--- src/rtl/fifo_rd_ctrl_if.sv ---
// Downstream valid/ready stream carrying words out of the FIFO read controller.
// The master presents data_out/valid; the slave returns ready.
interface fifo_rd_ctrl_if #(
    parameter int DATA_W = 12
) ();
    logic [DATA_W-1:0] data_out;
    logic              valid;
    logic              ready;

    modport master (
        output data_out,
        output valid,
        input  ready
    );

    modport slave (
        input  data_out,
        input  valid,
        output ready
    );
endinterface

--- src/rtl/fifo_rd_ctrl.sv ---
// Pop-side controller for the 12-bit transaction FIFO: tracks occupancy,
// issues pops, and hides the 1-cycle read latency in a 2-entry skid buffer.
module fifo_rd_ctrl #(
    parameter int DATA_W = 12,
    parameter int DEPTH  = 8,
    parameter int CNT_W  = 4
) (
    input  logic              clk,
    input  logic              reset,
    input  logic              push,
    input  logic              rd_en,
    input  logic [DATA_W-1:0] fifo_data,
    output logic              pop,
    fifo_rd_ctrl_if.master    dn,
    output logic [CNT_W-1:0]  occupancy,
    output logic              overflow_err
);

    logic [1:0]        buf_cnt;
    logic              pop_d1;
    logic [DATA_W-1:0] head_q;
    logic [DATA_W-1:0] tail_q;
    logic              deq;
    logic              full;
    logic              push_acc;
    logic [2:0]        used;
    logic [2:0]        used_after;

    assign dn.data_out = head_q;
    assign dn.valid    = (buf_cnt != 2'd0);

    assign deq        = dn.valid & dn.ready;
    assign used       = {1'b0, buf_cnt} + {2'b0, pop_d1};
    assign used_after = used - {2'b0, deq};

    // Pop only if the skid buffer can absorb the word after this cycle's deq.
    assign pop = reset & rd_en & (occupancy != '0) & (used_after <= 3'd1);

    assign full     = (occupancy == CNT_W'(DEPTH));
    assign push_acc = push & (~full | pop);

    always_ff @(posedge clk or negedge reset) begin
        if (!reset) begin
            occupancy    <= '0;
            overflow_err <= 1'b0;
        end else begin
            unique case (1'b1)
                push_acc & ~pop: occupancy <= occupancy + CNT_W'(1);
                pop & ~push_acc: occupancy <= occupancy - CNT_W'(1);
                default: ;
            endcase
            if (push & full & ~pop) begin
                overflow_err <= 1'b1;
            end
        end
    end

    // Tail capture; with one entry and a coincident deq the new word
    // goes straight to the head slot.
    always_ff @(posedge clk or negedge reset) begin
        if (!reset) begin
            pop_d1  <= 1'b0;
            buf_cnt <= 2'd0;
            head_q  <= '0;
            tail_q  <= '0;
        end else begin
            pop_d1 <= pop;
            unique case (1'b1)
                pop_d1 & ~deq: begin
                    if (buf_cnt == 2'd0) begin
                        head_q <= fifo_data;
                    end else begin
                        tail_q <= fifo_data;
                    end
                    buf_cnt <= buf_cnt + 2'd1;
                end
                deq & ~pop_d1: begin
                    if (buf_cnt == 2'd2) begin
                        head_q <= tail_q;
                    end
                    buf_cnt <= buf_cnt - 2'd1;
                end
                pop_d1 & deq: begin
                    if (buf_cnt == 2'd2) begin
                        head_q <= tail_q;
                        tail_q <= fifo_data;
                    end else begin
                        head_q <= fifo_data;
                    end
                end
                default: ;
            endcase
        end
    end

endmodule

--- src/flat_wrapper.sv ---
// flat-port wrapper written by rule: the top's interface ports become plain ports
module fifo_rd_ctrl_flat 
#(
    parameter int DATA_W = 12,
    parameter int DEPTH  = 8,
    parameter int CNT_W  = 4
)
  (clk, reset, push, rd_en, fifo_data, pop, occupancy, overflow_err, dn_data_out, dn_valid, dn_ready);
  fifo_rd_ctrl_if #(.DATA_W(DATA_W)) dn_i ();
  input  logic clk;
  input  logic reset;
  input  logic push;
  input  logic rd_en;
  input  logic [DATA_W-1:0] fifo_data;
  output logic pop;
  output logic [CNT_W-1:0] occupancy;
  output logic overflow_err;
  output wire logic [$bits(dn_i.data_out)-1:0] dn_data_out;
  output wire logic [$bits(dn_i.valid)-1:0] dn_valid;
  input wire logic [$bits(dn_i.ready)-1:0] dn_ready;
  assign dn_data_out = dn_i.data_out;
  assign dn_valid = dn_i.valid;
  assign dn_i.ready = dn_ready;
  fifo_rd_ctrl #(.DATA_W(DATA_W), .DEPTH(DEPTH), .CNT_W(CNT_W)) u_core (.clk(clk), .reset(reset), .push(push), .rd_en(rd_en), .fifo_data(fifo_data), .pop(pop), .dn(dn_i), .occupancy(occupancy), .overflow_err(overflow_err));
endmodule
--- config.mk ---
export PLATFORM = sky130hd
export DESIGN_NAME = fifo_rd_ctrl_flat
export DESIGN_NICKNAME = d
export VERILOG_FILES = /design/src/rtl/fifo_rd_ctrl_if.sv /design/src/rtl/fifo_rd_ctrl.sv /design/src/flat_wrapper.sv
export SDC_FILE = /design/constraint.sdc
export NUM_CORES = 1
export LEC_CHECK = 0
export CAP_MARGIN = 20
export CORE_MARGIN = 5
export CORE_UTILIZATION = 53
export CTS_CLUSTER_DIAMETER = 100
export DETAILED_ROUTE_END_ITERATION = 12
export PLACE_DENSITY = 0.95
export SLEW_MARGIN = 20
export SYNTH_ARGS = -nofsm -noshare
export SYNTH_HDL_FRONTEND = slang
export SYNTH_SLANG_ARGS = --single-unit
--- constraint.sdc ---
create_clock -name clk -period 7.05 [get_ports clk]
set_input_delay 0.705 -clock clk [delete_from_list [all_inputs] [get_ports clk]]
set_output_delay 0.705 -clock clk [all_outputs]
set_load 0.1 [all_outputs]
Yosys cells after proc, flatten, opt, wreduce, memory -nomap -nowiden
Cells that the tools add are included.
- bits in registers: 32
- input bits: 17
- output and inout bits: 19
- add/sub/neg operators: 6
- order comparisons: 1
- equality and inequality tests: 6
- mux-type cells: 9
- bitwise logic cells: 18
- reductions and logical operators: 9
- operators with widths (kind ; number):
    two-way mux 12 bit ; 5
    one-hot mux 12 bit (3 select lines) ; 1
    one-hot mux 12 bit (2 select lines) ; 1
    AND 1 bit ; 12
    one-hot mux 4 bit (2 select lines) ; 1
    nonzero test 2 bit ; 4
    inequality test 2 bit, second input constant ; 3
    AND reduction 3 bit ; 2
    NOT 1 bit ; 5
    adder 4 x 1 -> 4 bit, second input constant ; 1
    == test 4 bit, second input constant ; 1
    one-hot mux 2 bit (2 select lines) ; 1
    nonzero test 4 bit ; 1
    subtractor 4 x 1 -> 4 bit, second input constant ; 1
    adder 2 x 1 -> 3 bit ; 1
    <= comparator 3 x 1 -> 1 bit, second input constant ; 1
    nonzero test 3 bit ; 1
    subtractor 3 x 1 -> 3 bit ; 1
    adder 2 x 1 -> 2 bit, second input constant ; 1
    == test 2 bit, second input constant ; 1
    logical NOT 2 bit ; 1
    inequality test 2 x 1 -> 1 bit, second input constant ; 1
    subtractor 2 x 1 -> 2 bit, second input constant ; 1
    bitwise OR 1 bit ; 1

Depth between registers and ports, before layout
Gate-level depths: netlist of the first run.
- depth after elaboration: 10
- mapped depth: 15
- gate-level depth less buffers: 14

Worst setup path after synthesis of the first run
No wires, ideal clock.
- path kind: input-to-output
- start point: input dn_ready
- end point: output pop
- data arrival time: 3.418 ns
- required time: 6.345 ns
- slack: 2.927 ns
- cell stages on the path: 9
- path buffers: 1
- cells stage by stage: and3_1 -> a21o_1 -> ha_1 -> inv_1 -> fa_1 -> nand3_1 -> or2_1 -> buf_4 -> nor2_1
- word-level cells in the longest chain between the ends: 4
- ends and longest elaborated chain (item ; RTL line ; source):
    start, declared ; flat_wrapper.sv:20 ; input wire logic [$bits(dn_i.ready)-1:0] dn_ready;
    AND 1 bit ; fifo_rd_ctrl.sv:32 ; assign deq = dn.valid & dn.ready;
    subtractor 3 x 1 -> 3 bit ; fifo_rd_ctrl.sv:34 ; assign used_after = used - {2'b0, deq};
    <= comparator 3 x 1 -> 1 bit ; fifo_rd_ctrl.sv:37 ; assign pop = reset & rd_en & (occupancy != '0) & (used_after <= 3'd1);
    AND 1 bit ; fifo_rd_ctrl.sv:37 ;
    end, declared ; flat_wrapper.sv:15 ; output logic pop;
Every way passes these cells.

Worst setup path after layout of the first run
Same ends and word-level chain as after synthesis.

==> metrics, run 1 <==
Hold Path Sink u_core.overflow_err; routed len/inst 15.5 µm; final worst path period need around 4.8 ns; Post-Syn Instances 140; RR Endpoint u_core.occupancy[2]; Hold Buf Count CTS 0; Longest Clk Path Bufs 2; met3 Track Usage GR 7.11%; Die H 64.9 µm; adder-cell area share of the yosys netlist 2.82%; initial core utilization 53.6%; Post-synth EDFFs 0; Design Area, Final 2060 µm²; n_diodes 0; global-route met2 utilization around 29%; Clock transition at path regs ~0.10 ns; r2r worst-path depth 13; Compound-Gate Fraction of Synth Area 12.1%; drt via density 5.85; Core ar. 2980 µm²; DRC 0; Via Count 1,235; die width around 65 µm; Num CTS Buffers 5; pin count of the biggest net entering global routing 34; row count 20; Clock Skew approximately 0.0055 ns; CTS tree built; clock sink count 32; post_cts resized 0; Fin. Hold Viols 0; crit path launch dn_ready; RSZ-0062 raised after global routing no; GRT Total Usage 17.5%; R2R Setup Slk 3.61 ns; grt total ovfl 0; Synth Flop Type dfrtp_1; Final Cycle Share between 60% and 70%; Seq cells post-synth 32; achievable frequency 210 MHz; # setup viols final 0; Routed Antenna Nets 0; htree depth 2; Nets 197; Max-Cap Viols 0; Startpoint Class input pin; layout cell share with drive strength beyond 1 14.6%; register area share after synthesis 50.2%; Yosys cell types 37; synthesized area 1600 µm²; FF-to-FF Start u_core.buf_cnt[1]; Crit Path Class input pin to primary output; drt pass-1 iters 4; Filler Cell Count 226; Slew HR 34.6%; Post-Syn Nets 160; IO Count 36; Worst Hold Path Cells 1; global-route wire length before repair 5580 µm; met1 capacity usage during global routing 20.0%; largest family of logic cells by synthesized area multiplexers; mux contribution to synthesized area 18.0%; Worst Hold Class flip-flop to flip-flop; Post-Route WL 3260 µm; Iter 0 DRT Violations 26; Setup TNS 0 ns; crit end category primary output; setup bufs post-CTS 0; worst-margin pin slew a little under 1 ns; Hold Slack about 0.48 ns; YS warnings 0; Most Crowded Layer GR met2; Post-Synth Simple-Gate Area 10.7%; GP Congestion around 0.88; Avg Cell Area, Syn about 11 µm²; Die ar. 4210 µm²; Port-buffer cells 35; area delta synth->final 28.9%; HP Start u_core.overflow_err; Worst EP required ~6.3 ns; CP arrival 4.06 ns; post-detail-place hpwl 2390 µm; Placed Instance Area 1960 µm²; CTS root buf clkbuf_4; Slew Limit Fails 0; fraction of registers with async set/reset 100%; worst skew pair latency 0.33 ns; crit-path max FO 7; initial antenna violation count 0; outcome finished, final reports clean; Synth Area in XOR/XNOR 1.65%; vias in the first global route 1,221
[through the flow]
step	instances	util, %	setup slack, ns
CTS	211	69.0	2.26
finish	211	69.0	2.29
floorplan	140	-	2.93
detailed placement	203	65.8	2.28
global placement	201	65.4	2.35
global route	211	69.0	2.12
[cell type report]
type	instances	area [µm²]	area share, %
Clock buffer	7	65.1	3.16
Clock inverter	1	30.0	1.46
Timing Repair Buffer	39	378	18.4
Tap cell	33	41.3	2.01
Inverter	5	18.8	0.913
Multi-Input combinational cell	94	722	35.1
Sequential cell	32	801	39.0
[cell usage after synthesis (2+ instances only)]
master	n	area, µm²
nand3_1	2	10.0
and4_1	2	17.5
ha_1	2	25.0
buf_2	4	20.0
a21oi_1	13	65.1
nor2_1	16	60.1
dfrtp_1	32	801
nor3_1	4	20.0
buf_4	2	15.0
mux2_2	10	113
mux2_1	4	45.0
inv_1	5	18.8
a211oi_1	3	22.5
or2_1	2	12.5
nand2_1	3	11.3
xor2_1	2	17.5
mux2i_1	13	130
clkbuf_1	2	7.51
[metal layers]
| metal | vias up | share of wire (%) |
|---|---|---|
| met5 | - | 0 |
| met4 | 0 | 1.7 |
| met3 | 6 | 6.7 |
| met2 | 36 | 49 |
| met1 | 612 | 42 |
| li1 | 581 | - |
[worst max path at each step]
stage,depth (start not counted),slack [ns],endpoint
after floorplan,9,2.93,pop
after global placement,10,2.35,pop
after detailed placement,10,2.28,pop
after CTS,10,2.26,pop
after global routing,10,2.12,pop
final,10,2.29,pop
[cells by family after synthesis]
logic type	count (synthesis)
XOR/XNOR	3
adder cells (fa/ha/maj)	3
flip-flops	32
buffers and inverters	14
AND/OR/NAND/NOR	33
multiplexers	27
AO/OA/AOI/OAI	28
[worst max-delay path, cell delays in order]
cell and delay [ns]:
clkdlybuf4s50_1 0.53, and3_1 0.23, a21o_1 0.13, ha_1 0.14, inv_1 0.05, fa_1 0.48, nand3_1 0.12, or2_1 0.34
nor2_1 0.17, clkdlybuf4s50_1 1.16
[sequential cells by signal, summed over array words and instances (netlist names)]
signal	cells
u_core.tail_q	12
u_core.occupancy	4
u_core.pop_d1	1
u_core.dn.data_out	12
u_core.buf_cnt	2
u_core.overflow_err	1
[cells in the final DEF (no fill, tap or decap), types with 2 or more instances in the layout]
cell type / n
nand3_1: 2
a211oi_1: 3
inv_1: 5
nor2_1: 16
mux2_2: 10
nand2_1: 3
mux2i_1: 13
clkdlybuf4s50_1: 35
and4_1: 2
mux2_1: 4
dfrtp_1: 32
nor3_1: 4
xor2_1: 2
clkbuf_8: 2
a21oi_1: 13
ha_1: 2
buf_4: 3
clkbuf_4: 5
or2_1: 2
Power of run 1 is left out: the tool's default activity adds up to more than one toggle a clock period on the data nets, which glitch-free logic cannot reach.
==> run 2, diff against run 1 <==
--- a/config.mk
+++ b/config.mk
@@ -7,10 +7,10 @@
 export LEC_CHECK = 0
 export CAP_MARGIN = 20
 export CORE_MARGIN = 5
-export CORE_UTILIZATION = 53
+export CORE_UTILIZATION = 49
 export CTS_CLUSTER_DIAMETER = 100
 export DETAILED_ROUTE_END_ITERATION = 12
-export PLACE_DENSITY = 0.95
+export PLACE_DENSITY = 0.89
 export SLEW_MARGIN = 20
 export SYNTH_ARGS = -nofsm -noshare
 export SYNTH_HDL_FRONTEND = slang
==> constraint.sdc (replaced) <==
create_clock -name clk -period 4.7 [get_ports clk]
set_input_delay 0.47 -clock clk [delete_from_list [all_inputs] [get_ports clk]]
set_output_delay 0.47 -clock clk [all_outputs]
set_load 0.1 [all_outputs]
==> metrics, run 2 (synthesis gave the netlist of run 1 again) <==
Worst Hold Path Cells 1; worst-margin pin slew 0.984 ns; Final Cycle Share approximately 75%; row count 20; post-detail-place hpwl 2490 µm; crit end category flip-flop; pin count of the biggest net entering global routing 33; most frequent cells in the layout clkdlybuf4s50_1, dfrtp_1, nor2_1; CP Depth 14; post-layout util 66.4%; Max-Cap Viols 0; routed wl met3 222 µm; crit-path max FO 7; routed len/inst approximately 15 µm; R2R Setup Slk 1.30 ns; Clock Skew 0.00501 ns; most frequent CP cell ha_1; Clock transition at path regs 0.10 ns; CTS tree built; FF-to-FF Start u_core.buf_cnt[1]; DR top layer met4; Routed Antenna Nets 0; RSZ-0062 raised after global routing no; IO Count 36; Startpoint Class input pin; most common cell after layout, fill and taps aside clkdlybuf4s50_1; global-route wire length before repair 5670 µm; CTS root buf clkbuf_4; Num CTS Buffers 5; Fin. Hold Viols 0; WL met2 between 1500 and 2000 µm; CP bufs+invs 2; Longest Clk Path Bufs 2; Post-Route WL 3410 µm; initial antenna violation count 0; Core ar. slightly above 3000 µm²; GRT Total Usage 17.2%; vias in the first global route 1,253; Slew Limit Fails 0; # setup viols final 0; outcome finished, final reports clean; Hold Path Sink u_core.tail_q[8]; CP delay by family, top simple AND/OR/NAND/NOR gates; Iter 0 DRT Violations 52; CP max-delay cell clkdlybuf4s50_1; initial core utilization 51.8%; Via Count approximately 1,200; grt total ovfl 0; r2r worst-path depth 13; slowest stage delay, CP ~0.54 ns; Crit Path Class input pin to flip-flop; area delta synth->final 28.1%; setup bufs post-CTS 0; drt via density 5.53; Setup TNS 0 ns; CP arrival 3.79 ns; drt pass-1 iters 4; CP cell instances clkdlybuf4s50_1, and3_1, a21o_1, ha_1, inv_1, fa_1, nand3_1, or2_1, nor2_1, mux2_1, ha_1, nor3_1, a31oi_1, a211oi_1; layout cell share with drive strength beyond 1 14.1%; die width 67.1 µm; worst skew pair latency 0.34 ns; n_diodes 0; GP Congestion slightly above 0.8; HP Start u_core.tail_q[8]; final worst path period need 3.54 ns; Worst Hold Class flip-flop to flip-flop; Slew HR about 34%; Port-buffer cells 35; clock sink count 32; Die ar. between 4000 and 5000 µm²; Nets 196; RR Endpoint u_core.occupancy[2]; DRC 0; post_cts resized 0; Met1 Wirelength 1410 µm; achievable frequency around 280 MHz; Die H 67.1 µm; htree depth 2; Worst EP required 4.96 ns; Hold Buf Count CTS 0
## run 2: cell count changes in the layout (fill, tap and decap cells not counted)
cell             delta
clkbuf_8            -2
buf_2               -1
clkinv_2            +1
clkdlybuf4s50_1     -1
buf_4               +1
clkbuf_1            +1
## run 2: how the worst max path moves through the flow
| stage | startpoint | endpoint |
|---|---|---|
| CTS | dn_ready | u_core.occupancy[2] |
| global placement | dn_ready | u_core.occupancy[2] |
| global route | dn_ready | u_core.occupancy[2] |
| detailed placement | dn_ready | u_core.occupancy[2] |
| floorplan | u_core.buf_cnt[1] | pop |
| finish | dn_ready | u_core.occupancy[2] |
## run 2: through the flow
stage | cells | worst slack, ns | area [µm²] | hold slack, ns
3_5_place_dp | 213 | 0.803 | 1970 | 0.486
2_1_floorplan | 140 | 1.02 | 1600 | 0.174
5_1_grt | 221 | 0.893 | 2040 | 0.524
4_1_cts | 221 | 1.18 | 2040 | 0.508
6_report | 221 | 1.16 | 2040 | 0.501
3_3_place_gp | 212 | 1.01 | 1960 | 0.464
## run 2: layer usage
metal | vias up | track usage (%)
li1 | 573 | -
met5 | - | 0
met2 | 41 | 29.8
met4 | 0 | 6.84
met3 | 7 | 5.23
met1 | 601 | 19.5
## run 2: cell type report
type	count	area, µm²
Tap cell	44	55.1
Fill cell	248	1030
Inverter	5	18.8
Clock inverter	2	35.0
Multi-Input combinational cell	94	722
Timing Repair Buffer	38	370
Sequential cell	32	801
Clock buffer	6	41.3
Power of run 2 is left out for the same reason.
